===== src/rtl/daa_divider_pkg.sv =====
// Shared types and default widths for the DAA restoring divider.
package daa_divider_pkg;

    localparam int unsigned DEF_DIVIDEND_W = 16;
    localparam int unsigned DEF_DIVISOR_W  = 8;

    typedef enum logic [1:0] {
        IDLE = 2'd0,
        RUN  = 2'd1,
        DONE = 2'd2
    } state_e;

    // Step counter must hold the value DIVIDEND_W itself.
    function automatic int unsigned cnt_width(input int unsigned dividend_w);
        return $clog2(dividend_w + 1);
    endfunction

    localparam int unsigned DEF_CNT_W = cnt_width(DEF_DIVIDEND_W);

endpackage


===== src/rtl/daa_divider_if.sv =====
// Request/result bundle between a DAA datapath client and the divider.
interface daa_divider_if
    import daa_divider_pkg::*;
#(
    parameter int unsigned DIVIDEND_W = DEF_DIVIDEND_W,
    parameter int unsigned DIVISOR_W  = DEF_DIVISOR_W
);

    logic                  start;
    logic [DIVIDEND_W-1:0] dividend;
    logic [DIVISOR_W-1:0]  divisor;
    logic                  ready;
    logic                  done;
    logic [DIVIDEND_W-1:0] quotient;
    logic [DIVISOR_W-1:0]  remainder;
    logic                  div_zero;

    modport master (
        output start, dividend, divisor,
        input  ready, done, quotient, remainder, div_zero
    );

    modport slave (
        input  start, dividend, divisor,
        output ready, done, quotient, remainder, div_zero
    );

endinterface


===== src/rtl/daa_divider_div_step.sv =====
// One combinational restoring-division step: shift in a dividend bit,
// trial-subtract the divisor, keep or restore.
module daa_divider_div_step
    import daa_divider_pkg::*;
#(
    parameter int unsigned DIVISOR_W = DEF_DIVISOR_W
) (
    input  logic [DIVISOR_W:0]   rem_in,
    input  logic                 bit_in,
    input  logic [DIVISOR_W-1:0] divisor,
    output logic [DIVISOR_W:0]   rem_out,
    output logic                 q_bit
);

    logic [DIVISOR_W:0] shifted_c;
    logic               rem_msb_unused;

    // The incoming remainder is below the divisor, so its top bit carries no
    // information; dropping it also keeps divide-by-zero yielding the low
    // dividend bits as the remainder.
    assign rem_msb_unused = rem_in[DIVISOR_W];
    assign shifted_c      = {rem_in[DIVISOR_W-1:0], bit_in};

    // Trial subtract: keep the difference when it does not go negative.
    always_comb begin
        q_bit   = 1'b0;
        rem_out = shifted_c;
        if (shifted_c >= {1'b0, divisor}) begin
            q_bit   = 1'b1;
            rem_out = shifted_c - {1'b0, divisor};
        end
    end

endmodule


===== src/rtl/daa_divider.sv =====
// Iterative restoring divider (IDLE -> RUN -> DONE), one quotient bit per
// cycle, MSB first. Optional macro DAA_DIV_ZERO_CHECK_EN short-circuits a
// zero divisor straight to DONE and flags div_zero.
module daa_divider
    import daa_divider_pkg::*;
#(
    parameter int unsigned DIVIDEND_W = DEF_DIVIDEND_W,
    parameter int unsigned DIVISOR_W  = DEF_DIVISOR_W
) (
    input logic          clk,
    input logic          reset,
    daa_divider_if.slave bus
);

    localparam int unsigned CNT_W = cnt_width(DIVIDEND_W);

    state_e                state_q, state_d;
    logic [CNT_W-1:0]      cnt_q, cnt_d;
    logic [DIVIDEND_W-1:0] dvq_q, dvq_d;      // dividend shifts out, quotient shifts in
    logic [DIVISOR_W:0]    rem_q, rem_d;
    logic [DIVISOR_W-1:0]  dsr_q, dsr_d;
    logic                  ready_q, ready_d;
    logic                  done_q, done_d;
    logic [DIVIDEND_W-1:0] quo_q, quo_d;
    logic [DIVISOR_W-1:0]  remr_q, remr_d;
    logic                  dz_q, dz_d;

    logic                  accept_c;
    logic                  zero_c;
    logic                  last_step_c;
    logic [DIVISOR_W:0]    step_rem_c;
    logic                  step_q_c;
    logic [DIVIDEND_W-1:0] dvq_shift_c;

    assign accept_c    = bus.start && ready_q;
    assign last_step_c = (state_q == RUN) && (cnt_q == CNT_W'(1));
    assign dvq_shift_c = {dvq_q[DIVIDEND_W-2:0], step_q_c};

`ifdef DAA_DIV_ZERO_CHECK_EN
    assign zero_c = accept_c && (bus.divisor == '0);
`else
    assign zero_c = 1'b0;
`endif

    daa_divider_div_step #(
        .DIVISOR_W (DIVISOR_W)
    ) u_step (
        .rem_in  (rem_q),
        .bit_in  (dvq_q[DIVIDEND_W-1]),
        .divisor (dsr_q),
        .rem_out (step_rem_c),
        .q_bit   (step_q_c)
    );

    // State register.
    always_ff @(posedge clk) begin
        if (reset) begin
            state_q <= IDLE;
        end else begin
            state_q <= state_d;
        end
    end

    // Next-state logic.
    always_comb begin
        state_d = state_q;
        case (state_q)
            IDLE, DONE: begin
                if (accept_c) begin
                    state_d = zero_c ? DONE : RUN;
                end else begin
                    state_d = IDLE;
                end
            end
            RUN: begin
                if (cnt_q == CNT_W'(1)) begin
                    state_d = DONE;
                end
            end
            default: state_d = IDLE;
        endcase
    end

    // Datapath and output next values; outputs are registered from these.
    always_comb begin
        cnt_d   = cnt_q;
        dvq_d   = dvq_q;
        rem_d   = rem_q;
        dsr_d   = dsr_q;
        quo_d   = quo_q;
        remr_d  = remr_q;
        dz_d    = dz_q;
        ready_d = (state_d != RUN);
        done_d  = (state_d == DONE);
        if (accept_c) begin
            dvq_d = bus.dividend;
            dsr_d = bus.divisor;
            rem_d = '0;
            cnt_d = CNT_W'(DIVIDEND_W);
            dz_d  = 1'b0;
            if (zero_c) begin
                quo_d  = '1;
                remr_d = bus.dividend[DIVISOR_W-1:0];
                dz_d   = 1'b1;
            end
        end else if (state_q == RUN) begin
            dvq_d = dvq_shift_c;
            rem_d = step_rem_c;
            cnt_d = cnt_q - CNT_W'(1);
            if (last_step_c) begin
                quo_d  = dvq_shift_c;
                remr_d = step_rem_c[DIVISOR_W-1:0];
            end
        end
    end

    // Datapath and output registers.
    always_ff @(posedge clk) begin
        if (reset) begin
            cnt_q   <= '0;
            dvq_q   <= '0;
            rem_q   <= '0;
            dsr_q   <= '0;
            ready_q <= 1'b1;
            done_q  <= 1'b0;
            quo_q   <= '0;
            remr_q  <= '0;
            dz_q    <= 1'b0;
        end else begin
            cnt_q   <= cnt_d;
            dvq_q   <= dvq_d;
            rem_q   <= rem_d;
            dsr_q   <= dsr_d;
            ready_q <= ready_d;
            done_q  <= done_d;
            quo_q   <= quo_d;
            remr_q  <= remr_d;
            dz_q    <= dz_d;
        end
    end

    assign bus.ready     = ready_q;
    assign bus.done      = done_q;
    assign bus.quotient  = quo_q;
    assign bus.remainder = remr_q;
    assign bus.div_zero  = dz_q;

endmodule


===== src/flat_wrapper.sv =====
// flat-port wrapper written by rule: the top's interface ports become plain ports
module daa_divider_flat import daa_divider_pkg::*;
#(
    parameter int unsigned DIVIDEND_W = DEF_DIVIDEND_W,
    parameter int unsigned DIVISOR_W  = DEF_DIVISOR_W
)
  (clk, reset, bus_start, bus_dividend, bus_divisor, bus_ready, bus_done, bus_quotient, bus_remainder, bus_div_zero);
  daa_divider_if #(.DIVIDEND_W(DIVIDEND_W), .DIVISOR_W(DIVISOR_W)) bus_i ();
  input logic clk;
  input logic reset;
  input wire logic [$bits(bus_i.start)-1:0] bus_start;
  input wire logic [$bits(bus_i.dividend)-1:0] bus_dividend;
  input wire logic [$bits(bus_i.divisor)-1:0] bus_divisor;
  output wire logic [$bits(bus_i.ready)-1:0] bus_ready;
  output wire logic [$bits(bus_i.done)-1:0] bus_done;
  output wire logic [$bits(bus_i.quotient)-1:0] bus_quotient;
  output wire logic [$bits(bus_i.remainder)-1:0] bus_remainder;
  output wire logic [$bits(bus_i.div_zero)-1:0] bus_div_zero;
  assign bus_i.start = bus_start;
  assign bus_i.dividend = bus_dividend;
  assign bus_i.divisor = bus_divisor;
  assign bus_ready = bus_i.ready;
  assign bus_done = bus_i.done;
  assign bus_quotient = bus_i.quotient;
  assign bus_remainder = bus_i.remainder;
  assign bus_div_zero = bus_i.div_zero;
  daa_divider #(.DIVIDEND_W(DIVIDEND_W), .DIVISOR_W(DIVISOR_W)) u_core (.clk(clk), .reset(reset), .bus(bus_i));
endmodule

===== config.mk =====
export PLATFORM = sky130hd
export DESIGN_NAME = daa_divider_flat
export DESIGN_NICKNAME = d
export VERILOG_FILES = /design/src/rtl/daa_divider_pkg.sv /design/src/rtl/daa_divider_if.sv /design/src/rtl/daa_divider_div_step.sv /design/src/rtl/daa_divider.sv /design/src/flat_wrapper.sv
export SDC_FILE = /design/constraint.sdc
export NUM_CORES = 1
export LEC_CHECK = 0
export BUFFER_PORTS_ARGS = -buffer_cell sky130_fd_sc_hd__buf_4
export CAP_MARGIN = 25
export CORE_UTILIZATION = 45
export DETAILED_ROUTE_END_ITERATION = 10
export HOLD_SLACK_MARGIN = 0.03
export PLACE_DENSITY = 0.69
export SLEW_MARGIN = 15
export SYNTH_ARGS = -nofsm -noshare
export SYNTH_HDL_FRONTEND = slang
export SYNTH_SLANG_ARGS = --single-unit

===== constraint.sdc =====
create_clock -name clk -period 3 [get_ports clk]
set_clock_uncertainty 0.15 [all_clocks]
set_input_delay 0.3 -clock clk [delete_from_list [all_inputs] [get_ports clk]]
set_output_delay 0.3 -clock clk [all_outputs]
set_load 0.1 [all_outputs]

==> impl_metrics.ini <==
[timing]
fin_crit_ns = 2.44
fmax_mhz = 410
max_slew_margin_pct = 44.5
worstMarginPinSlew_ns = 0.832
finalHoldViolCount = 0
finalSetupTns_ns = 0
drv_slew = 0
rsz0062_at_grt = false
setup_viol = 0
layout_worst_path_cycle_share_pct = 81.3
holdWs_ns = 0.0532
timing.final.ws_setup_ns = 0.560

[global_route]
grt_pass1_vias = 2503
grt.overflow.total = 0
grt_usage_pct = 21.3
antenna_found_initial = 0
grt_max_degree = 59
grt_pass1_wl_um = 11800

[drt]
drc_errors = 0
first_pass_iters = 4
avgRoutedWirePerCell_um = 14.1
ant_nets = 0
drt_iter0_markers = 174
vias = 2600
wirelength_um = 6870
viasPerCell = 5.35

[cts]
clkTransAtPathRegs_ns = 0.07
cts-root-buf = clkbuf_8
cts_tree = yes
post_cts_buffers = 0
cts_resized = 0
clock_latency_ns = 0.34
h-tree-depth = 3
clock_path_buffers = 2
cts_inserted_buffers = 9
clock-sinks = 65
cts_hold_buf = 0

[yosys]
ys.flop_type = dfxtp_1
async_reset_ff_share_pct = 0
syn_nets = 396
synth.distinct_cells = 48
synth_seq_area_share_pct = 43.9
avgSynthCellArea_um2 = 8.27
netlist_area_um2 = 2960
synth-seq-cells = 65
synth_top_area_share_pct = 43.9
synth_area_leaders = dfxtp_1 44%, nand2_1 11%, a21oi_1 5.7%
synth_top_area_cell = dfxtp_1
synth_edf_count = 0
synthCells = 358
yosysWarnings = 0

[final_layout]
mostFrequentLayoutCells = 84 x nand2_1, 65 x dfxtp_1, 59 x buf_4
area_delta_synth_final_pct = 21.6
regArea_um2 = 1300
diodes = 0
nets = 442
drive_gt1_share_pct = 22.0
fillers = 601
layout_commonest_cell = nand2_1
multi_input_area_um2 = 1510

[pwr]
intPower_mw = 1.50
powerDensity_nw_per_um2 = 609
seq_power_share_pct = 43.4
pwr-share-clk_pct = 34.8
power_frac_comb_pct = 21.7
max-vdd-ir-drop_mv = 0.420
p_switching_uw = 689
swShare_pct = 31.4
p_leak_nw = 1.43

[critical_path]
crit_family = compound AO/OA/AOI/OAI gates
slowest_stage = a211oi_1
worstSetupPathType = reg -> reg
worstPathCellList = inv_1, ha_1, nand2b_1, a211oi_1, o21ai_0, a211oi_1, a21oi_2, a211oi_2
cp_max_fo = 3
required_ns = 3.11
cp_slowest_stage_delay_ns = 0.51
crit_arrival_ns = 2.55
critPathBufInv = 1
crit_path_start_kind = flop
critPathMostFrequentCell = a211oi_1
cp-end-kind = flop

[placed_design]
dp_worst_setup_slack_ns = 0.687
numPortBuffers = 52
dp_hpwl_um = 4780
gp_congestion = 0.906

[die]
die_height_um = 83.1
ioPinCount = 54
dieArea_um2 = 6910
core_area_um2 = 6350
die_x_um = 83.1
fp-row-count = 29
initial_utilization_pct = 46.6

[flow_run]
drv_cap = 0

[status]
status = finished, final reports clean

[hold_path]
worstHoldPathType = in -> reg
[routing by layer]
layer	wire length, um	track usage, %
met1	3500	29.9
met2	3020	32.9
met3	229	3.28
met4	123	8.46
met5	0	0
[power groups by stage]
stage | logic, mW | clock network, mW | registers (mW)
3_5_place_dp | 0.472 | 0 | 0.971
2_1_floorplan | 0.347 | 0 | 0.988
4_1_cts | 0.476 | 0.776 | 0.951
6_report | 0.477 | 0.764 | 0.952
3_3_place_gp | 0.472 | 0 | 0.970
5_1_grt | 0.527 | 0.813 | 0.959
[stage by stage]
| step | power, mW | utilization [%] | instance area [um2] | cells |
|---|---|---|---|---|
| final | 2.19 | 56.7 | 3600 | 486 |
| after global routing | 2.30 | 56.7 | 3600 | 486 |
| after CTS | 2.20 | 56.7 | 3600 | 486 |
| after detailed placement | 1.44 | 53.5 | 3400 | 470 |
| after global placement | 1.44 | 53.5 | 3400 | 470 |
| after floorplan | 1.34 | - | 2960 | 358 |
[area by class of cell]
cell class / instances / area share, %
multi-input combinational: 257 / 42.0
tap: 77 / 2.67
clock inverter: 6 / 1.84
inverter: 12 / 1.25
timing repair buffer: 59 / 12.3
clock buffer: 10 / 3.82
sequential: 65 / 36.1
[flip-flops by register name, summed over array words and instances (netlist names)]
signal	count
u_core.dvq_q	16
u_core.bus.quotient	16
u_core.cnt_q	5
u_core.bus.remainder	8
u_core.rem_q	8
u_core.dsr_q	8
u_core.bus.done	1
u_core.state_q	2
u_core.bus.ready	1
[path summary, 6_finish.rpt]
check	start	end	slack [ns]	depth (start not counted)
hold reg to reg	u_core.bus.quotient[7]	u_core.bus.quotient[7]	0.31	2
setup reg to reg	u_core.dsr_q[1]	u_core.bus.remainder[7]	0.56	8
hold / removal	bus_dividend[0]	u_core.dvq_q[0]	0.05	3
setup / recovery	u_core.dsr_q[1]	u_core.bus.remainder[7]	0.56	8
[cells by family (layout without fill, tap and decap cells)]
kind of cell               after synthesis  count (layout)  share of synthesized area (%)
AOI/OAI and AO/OA                       87              87                           21.1
xor gates and xnor gates                 7               7                           2.07
adders and majority gates               11              11                           4.90
buffers and inverters                   36              87                           5.15
DFF                                     65              65                           43.9
muxes                                    3               3                           1.01
other                                    1               1                          0.127
and+or+nand+nor                        148             148                           21.7
[worst min-delay path, cell delays in order]
cell and delay [ns]:
buf_4 0.11, nand2_1 0.04, a21oi_1 0.05
[Yosys cell counts, drive strengths merged, types with 4 or more instances]
library cell  instances
nand2                85
dfxtp                65
a21oi                37
nor2                 35
a311oi               15
a211oi               13
clkbuf               13
inv                  12
buf                  11
ha                   10
o21ai                 7
nand2b                4
nand3                 4
nor3                  4
xnor2                 4
No activity file was read; power rests on OpenSTA's default activity.
